## src/rtl/alu_arbiter.sv

```systemverilog
// alu_arbiter: round-robin arbiter sharing one combinational ALU between
// two requesters. Operands and results are registered around the ALU.
//
// Ports:
//   i_clk, i_rst_n                  clock, async active-low reset
//   i_req{0,1}_valid/o_req_ready    request handshake, operands and op
//   o_rsp{0,1}_valid/i_rsp_ready    response handshake, result data
//   o_alu_operand_a/b, o_alu_op     registered operands to the ALU
//   i_alu_data                      combinational ALU result
//   o_busy                          high while an op is in flight
module alu_arbiter #(
  parameter int DATA_W = 32,
  parameter int OP_W   = 4
) (
  input  logic              i_clk,
  input  logic              i_rst_n,
  input  logic              i_req0_valid,
  output logic              o_req0_ready,
  input  logic [DATA_W-1:0] i_req0_operand_a,
  input  logic [DATA_W-1:0] i_req0_operand_b,
  input  logic [OP_W-1:0]   i_req0_alu_op,
  input  logic              i_req1_valid,
  output logic              o_req1_ready,
  input  logic [DATA_W-1:0] i_req1_operand_a,
  input  logic [DATA_W-1:0] i_req1_operand_b,
  input  logic [OP_W-1:0]   i_req1_alu_op,
  output logic              o_rsp0_valid,
  input  logic              i_rsp0_ready,
  output logic [DATA_W-1:0] o_rsp0_data,
  output logic              o_rsp1_valid,
  input  logic              i_rsp1_ready,
  output logic [DATA_W-1:0] o_rsp1_data,
  output logic [DATA_W-1:0] o_alu_operand_a,
  output logic [DATA_W-1:0] o_alu_operand_b,
  output logic [OP_W-1:0]   o_alu_op,
  input  logic [DATA_W-1:0] i_alu_data,
  output logic              o_busy
);

  localparam logic [1:0] IDLE = 2'd0;
  localparam logic [1:0] EXEC = 2'd1;
  localparam logic [1:0] RESP = 2'd2;

  logic [1:0]        state_q, state_d;
  logic              rr_q, rr_d;
  logic              owner_q, owner_d;
  logic [DATA_W-1:0] opa_q, opa_d;
  logic [DATA_W-1:0] opb_q, opb_d;
  logic [OP_W-1:0]   op_q, op_d;
  logic [DATA_W-1:0] res_q, res_d;

  logic is_idle;
  logic is_resp;
  logic gnt1;
  logic accept;
  logic rsp_ready;

  assign is_idle = (state_q == IDLE);
  assign is_resp = (state_q == RESP);

  // req1 wins when it is the only one valid, or when both are valid
  // and the round-robin pointer favours it.
  assign gnt1   = i_req1_valid & (~i_req0_valid | rr_q);
  assign accept = is_idle & (i_req0_valid | i_req1_valid);

  // Ready is masked while reset is held so no handshake is reported
  // against a design that is being cleared.
  assign o_req0_ready = i_rst_n & accept & ~gnt1;
  assign o_req1_ready = i_rst_n & accept & gnt1;

  assign o_rsp0_valid = is_resp & ~owner_q;
  assign o_rsp1_valid = is_resp & owner_q;
  assign o_rsp0_data  = res_q;
  assign o_rsp1_data  = res_q;

  assign rsp_ready = owner_q ? i_rsp1_ready : i_rsp0_ready;

  assign o_alu_operand_a = opa_q;
  assign o_alu_operand_b = opb_q;
  assign o_alu_op        = op_q;
  assign o_busy          = ~is_idle;

  always_comb begin
    state_d = state_q;
    rr_d    = rr_q;
    owner_d = owner_q;
    opa_d   = opa_q;
    opb_d   = opb_q;
    op_d    = op_q;
    res_d   = res_q;
    unique case (state_q)
      IDLE: begin
        if (accept) begin
          owner_d = gnt1;
          opa_d   = gnt1 ? i_req1_operand_a : i_req0_operand_a;
          opb_d   = gnt1 ? i_req1_operand_b : i_req0_operand_b;
          op_d    = gnt1 ? i_req1_alu_op : i_req0_alu_op;
          state_d = EXEC;
        end
      end
      EXEC: begin
        res_d   = i_alu_data;
        state_d = RESP;
      end
      RESP: begin
        if (rsp_ready) begin
          rr_d    = ~owner_q;
          state_d = IDLE;
        end
      end
      default: begin
        state_d = IDLE;
      end
    endcase
  end

  always_ff @(posedge i_clk or negedge i_rst_n) begin
    if (!i_rst_n) begin
      state_q <= IDLE;
      rr_q    <= 1'b0;
      owner_q <= 1'b0;
      opa_q   <= '0;
      opb_q   <= '0;
      op_q    <= '0;
      res_q   <= '0;
    end else begin
      state_q <= state_d;
      rr_q    <= rr_d;
      owner_q <= owner_d;
      opa_q   <= opa_d;
      opb_q   <= opb_d;
      op_q    <= op_d;
      res_q   <= res_d;
    end
  end

endmodule
```

## config.mk

```make
export PLATFORM = sky130hd
export DESIGN_NAME = alu_arbiter
export DESIGN_NICKNAME = d
export VERILOG_FILES = /design/src/rtl/alu_arbiter.sv
export SDC_FILE = /design/constraint.sdc
export NUM_CORES = 1
export LEC_CHECK = 0
export CAP_MARGIN = 20
export CORE_AREA = 2 2 122 124
export CTS_BUF_LIST = sky130_fd_sc_hd__clkbuf_2
export CTS_CLUSTER_DIAMETER = 80
export DETAILED_ROUTE_END_ITERATION = 16
export DIE_AREA = 0 0 124 126
export PLACE_DENSITY = 0.78
export SETUP_SLACK_MARGIN = 0.1
export SYNTH_ARGS = -nofsm -noshare
export SYNTH_HDL_FRONTEND = slang
export SYNTH_SLANG_ARGS = --single-unit
```

## constraint.sdc

```tcl
create_clock -name i_clk -period 1.7 [get_ports i_clk]
set_input_delay 0.255 -clock i_clk [delete_from_list [all_inputs] [get_ports i_clk]]
set_output_delay 0.255 -clock i_clk [all_outputs]
set_load 0.005 [all_outputs]
```

==> flow_summary.ini, run 1 <==
[logic_synthesis]
yosys-top-cells-count = dfrtp_1 (104), a31oi_1 (69), o21ai_0 (69)
synthArstFlopShare_pct = 100.0
yosys.cell_count.top_type = dfrtp_1
synth_top_area_share_pct = 50.55
synth.net_count = 696
synth_top_cell_by_area = dfrtp_1
syn_avg_cell_area_um2 = 9.863
syn_area_um2 = 5149
ys_seq_area_share_pct = 50.55
synthCells = 522
synth_area_leaders = dfrtp_1 (51%), a31oi_1 (8.4%), mux2_2 (7.0%), o21ai_0 (6.7%), nand3_1 (6.6%)
synth_edf_count = 0
synth_seq_cells = 104
ys.flop_type = dfrtp_1
ys.warnings.count = 0
synth_cell_type_count = 24

[power_and_ir_drop]
p_leak_uw = 0.003724
worst_ir_drop_vdd_mv = 1.219
internal_power_uw = 9322
seqPwrFrac_pct = 31.4
p_sw_share_pct = 36.24
power.density_nw_per_um2 = 1664
switching_power_uw = 5298
finalPower_uw = 14620
clockPowerShare_pct = 11.0
comb_power_share_pct = 57.6

[cts]
clk-insertion-delay-late_ns = 0.60
cts_buffer_depth = 2
cts_tree = yes
cts.sinks = 104
htree_levels = 3
cts_buffers = 9
cts_root_buffer = clkbuf_2
clkTransAtPathRegs_ns = 0.27

[drt]
viasPerCell = 5.401
drc = 0
first_iter_violations = 453
ant_nets = 0
vias = 5622
wl_per_cell_um = 18.93
first_pass_iters = 7
wirelength_um = 19710

[floorplanning]
core.rowCount = 44
start_util_pct = 35.97
core_um2 = 14310
dieArea_um2 = 15620
die_h_um = 126
die_w_um = 124
pin_count = 311

[timing]
worst_slack_ns = -0.2734
report.final.slew_viol_count = 0
fin_skew_ns = 0.02284
setup_viol = 68
relSlewSlack_pct = 52.07
rsz0062_at_grt = true
worstMarginPinSlew_ns = 0.7189
timing.fmax_ghz = 0.5067
hold_violations = 0
period_needed_ns = 1.973
period_share_pct = 116.1

[place]
portBuffers = 310
hpwl_um = 12340
dpl.cell_count = 942
gp_congestion = 0.7408

[grt]
antenna_found_initial = 1
grt_util_all_layers_pct = 24.29
grt_overflow_total = 0
grt_pass1_vias = 5724
grt_max_degree = 105
grt_pass1_wl_um = 29570

[cells_and_area]
num-nets-final = 1026
area_growth_pct = 70.64
final-instance-count-excl-fill = 1041
drive_gt1_share_pct = 31.66

[critical_path]
path_max_fanout = 4
critPathSlowestCell = dfrtp_1
crit_chain = buf_6 > nor2_4 > inv_4 > nor2_4 > and3_4 > buf_6
slowest_delay_ns = 0.46
cp_top_family = flip-flops
reg2reg_from = state_q[1]
end_kind = output pin
cp_num_buf_inv = 3
crit_required_ns = 1.44
worstSetupPathType = flip-flop to output pin
crit_start = state_q[1]
cp-start-kind = flip-flop
crit_arrival_ns = 1.72

[status]
violations = setup timing
status = complete, but fails checks

[flow_run]
drv_cap = 0

[min_path]
holdCritPathClass = input port to flip-flop
min-delay-start = i_req1_valid
[through the flow]
stage / area (um2) / worst slack (ns) / TNS (ns) / util, % / hold slack [ns]
final: 8786 / -0.2734 / -3.403 / 61.38 / 0.1628
after global routing: 8786 / -0.3944 / -11.72 / 61.38 / 0.1139
after CTS: 8942 / -0.3290 / -1.914 / 62.47 / 0.06841
after detailed placement: 8137 / -0.2390 / -14.01 / 56.84 / 0.4292
after global placement: 8137 / -0.1859 / -10.77 / 56.84 / 0.4251
after floorplan: 5149 / 0.2635 / 0 / - / -0.04059
[flip-flops by register name, summed over array words and instances (netlist names)]
name	flops
o_alu_operand_a	32
o_alu_operand_b	32
o_rsp0_data	32
o_alu_op	4
state_q	2
owner_q	1
rr_q	1
[per-layer routing]
layer  up-vias  track usage [%]  wire length [um]
met5         -                0                 0
met4         0            10.38               616
met3        41            5.480              1696
met2       299            43.60             10380
met1      2750            27.25              7013
li1       2532                -                 -
[area by class of cell]
type	instances	area, um2
flip-flops and latches	104	2604
repair buffers	407	3721
fillers	1190	5528
clock buffers	9	45.04
diodes	1	2.502
well taps	184	230.2
inverters	5	21.27
multi-input cells	325	2029
clock inverters	6	132.6
[power groups by stage]
stage / clock [uW] / combinational, uW / sequential (uW)
floorplan: 0 / 3290 / 4650
global placement: 0 / 7190 / 4600
detailed placement: 0 / 7350 / 4670
CTS: 1650 / 8360 / 4510
global route: 1740 / 9100 / 4720
finish: 1610 / 8420 / 4590
[path summary, 6_finish.rpt]
| kind | end | slack, ns | cells after the start |
|---|---|---|---|
| max | o_req0_ready | -0.27 | 6 |
| min | owner_q | 0.16 | 4 |
| max reg2reg | o_alu_operand_b[28] | -0.09 | 6 |
| min reg2reg | o_alu_operand_a[4] | 0.59 | 2 |
| max in group asynchronous | owner_q | 0.93 | 3 |
| min in group asynchronous | o_alu_operand_a[10] | 0.37 | 3 |
[cell usage in the layout, fill, tap and decap left out, types with 2 or more instances in the layout]
cell type and count:
clkbuf_2 59, clkdlybuf4s50_1 171, a31oi_1 69, o21ai_0 69, nand3_1 68, buf_6 58, nor2_4 2, o21ai_1 4
a21oi_2 20, buf_12 6, a21oi_1 49, buf_2 19, buf_4 58, dfrtp_1 103, clkdlybuf4s15_1 42, dlygate4sd3_1 2
mux2_2 32, nor2_1 2, bufinv_16 4, inv_1 3
[worst register-to-register path, cell delays in order, from the launching register on]
cell and delay (ns):
dfrtp_1 0.46, buf_6 0.12, nor2_4 0.13, inv_4 0.06, nor2_4 0.08, buf_4 0.58
a31oi_1 0.22
[timing repair]
item	4_1_cts	5_1_grt
pin swaps	4	1
gates resized for setup	409	81
buffers inserted	70	21
hold endpoints to repair	107	0
hold buffers	2	0
setup endpoints to repair	205	182
[logic make-up (layout without fill, tap and decap cells)]
kind of cell	count (synthesis)	count (layout)	synth area share, %
compound gates	211	211	23.65
buf+inv	93	427	10.60
mux	32	32	6.999
other cells	0	1	0
flops	104	104	50.55
simple gates	82	82	8.214
Power figures use the tool's default switching activity.
==> run 2, diff against run 1 <==
clock period = 1.9 ns   (was 1.7 ns; I/O delays follow)
==> run 2 against run 1 <==
Against the previous run: the run still ends with setup timing left; critical path depth unchanged; cell area down 3.4%; total power down 21%; critical endpoint unchanged.
==> flow_summary.ini, run 2 (same netlist as run 1, synthesis figures left out) <==
[status]
status = complete, but fails checks
violations = setup timing

[power_and_ir_drop]
p_leak_uw = 0.003547
worst_ir_drop_vdd_mv = 1.076
power.density_nw_per_um2 = 1363

[drt]
met3_length_um = 1944
highest_layer = met4
route.met2.wl_um = 9088
first_iter_violations = 341
drt-met1-wl_um = 6324
viasPerCell = 5.382
wl_per_cell_um = 17.94
vias = 5420
wirelength_um = 18070
drc = 0
first_pass_iters = 7
ant_nets = 0

[place]
hpwl_um = 12230
post-place-ws_ns = -0.07026
portBuffers = 310
gp_congestion = 0.7435

[timing]
fin_skew_ns = 0.01982
setup_viol = 2
fin_setup_tns_ns = -0.05051
timing.hold.ws_ns = 0.2207
report.final.slew_viol_count = 0
relSlewSlack_pct = 43.00
period_share_pct = 101.6
worstMarginPinSlew_ns = 0.8550
timing.fmax_ghz = 0.5181
period_needed_ns = 1.930
worst_slack_ns = -0.03018
rsz0062_at_grt = true
hold_violations = 0

[min_path]
holdCritPathClass = input port to flip-flop

[floorplanning]
core.rowCount = 44
dieArea_um2 = 15620
die_h_um = 126
pin_count = 311
die_w_um = 124
start_util_pct = 35.97
core_um2 = 14310

[critical_path]
cp-start-kind = flip-flop
crit_start = state_q[0]
rrSetupSlack_ns = 0.07
crit_path_frequent_cell = nor2_4
end_kind = output pin
cp_num_buf_inv = 3
crit_required_ns = 1.62
worstRegToRegCells = 5
cp.depth = 6
reg2reg_from = state_q[0]
critPathCapture = o_req0_ready
path_max_fanout = 5
crit_chain = buf_6 > nor2_4 > inv_4 > nor2_4 > and3_1 > buf_2
cp_top_family = flip-flops
critPathSlowestCell = dfrtp_1
worstSetupPathType = flip-flop to output pin
slowest_delay_ns = 0.46
worstReg2RegEnd = o_alu_operand_a[14]
crit_arrival_ns = 1.65

[grt]
grt_max_degree = 105
grt_pass1_wl_um = 27460
grt_overflow_total = 0
antenna_found_initial = 0
grt_pass1_vias = 5414
grt_util_all_layers_pct = 22.44

[cts]
cts_buffer_depth = 2
cts_tree = yes
clk-insertion-delay-late_ns = 0.59
htree_levels = 3
cts.sinks = 104
cts_root_buffer = clkbuf_2
clkTransAtPathRegs_ns = 0.25
cts_buffers = 9

[cells_and_area]
most-common-layout-cells = clkdlybuf4s50_1 (171), dlygate4sd2_1 (124), dfrtp_1 (103), o21ai_0 (69), a31oi_1 (69)
final_common_cell = clkdlybuf4s50_1
drive_gt1_share_pct = 17.50
num-nets-final = 993
diodes = 0
fin_util_pct = 59.32
area_growth_pct = 64.91

[flow_run]
drv_cap = 0
==> run 2: cell count changes in the layout (fill, tap and decap cells not counted), sizes merged <==
cell           change
dlygate4sd2      +124
buf               -73
clkbuf            -50
clkdlybuf4s15     -34
clkinv             +3
bufinv             -2
clkinvlp           -1
diode              -1
==> run 2: power by group <==
part	switching (uW)	internal, uW
Sequential	651	3340
Combinational	2890	3590
Clock	699	411
==> run 2: worst reg2reg max path, stage by stage, from the launching register on <==
cell	delay [ns]
dfrtp_1	0.46
buf_6	0.13
nor2_4	0.10
buf_4	0.68
a21oi_1	0.21
a31oi_1	0.20
==> run 2: timing repair <==
item,CTS,global route
endpoints found under the hold margin,105,0
pin swaps,3,1
gates resized for setup,162,10
endpoints found under the setup margin,137,78
buffers inserted,49,1
hold buffers,2,0
==> run 2: per-layer routing <==
metal | GRT usage, % | vias up
met3 | 5.933 | 49
met5 | 0 | -
met4 | 11.10 | 0
met1 | 24.77 | 2570
li1 | - | 2470
met2 | 39.37 | 331
==> run 2: worst min-delay path by stage <==
| stage | start | to | slack [ns] | depth (start not counted) |
|---|---|---|---|---|
| 6_report | i_req1_valid | owner_q | 0.22 | 4 |
| 4_1_cts | i_req0_operand_b[13] | o_alu_operand_b[13] | 0.14 | 3 |
| 3_5_place_dp | i_rst_n | o_alu_operand_a[4] | 0.46 | 2 |
| 3_3_place_gp | i_rst_n | o_alu_operand_b[30] | 0.45 | 2 |
| 5_1_grt | i_req0_operand_b[3] | o_alu_operand_b[3] | 0.18 | 3 |
| 2_1_floorplan | i_rst_n | o_alu_op[0] | -0.01 | 0 |
==> run 2: layout make-up <==
type / instances / area [um2]
Sequential cell: 104 / 2604
Inverter: 5 / 21.27
Clock buffer: 9 / 45.04
Tap cell: 184 / 230.2
Multi-Input combinational cell: 325 / 2027
Clock inverter: 6 / 75.07
Timing Repair Buffer: 374 / 3488
Fill cell: 1268 / 5823
==> run 2: stage by stage <==
stage | std cells | total power, uW | cell area, um2
after floorplan | 522 | 7111 | 5149
after global placement | 940 | 10530 | 8109
after detailed placement | 940 | 10730 | 8109
after CTS | 1006 | 11570 | 8466
after global routing | 1007 | 12420 | 8491
final | 1007 | 11570 | 8491
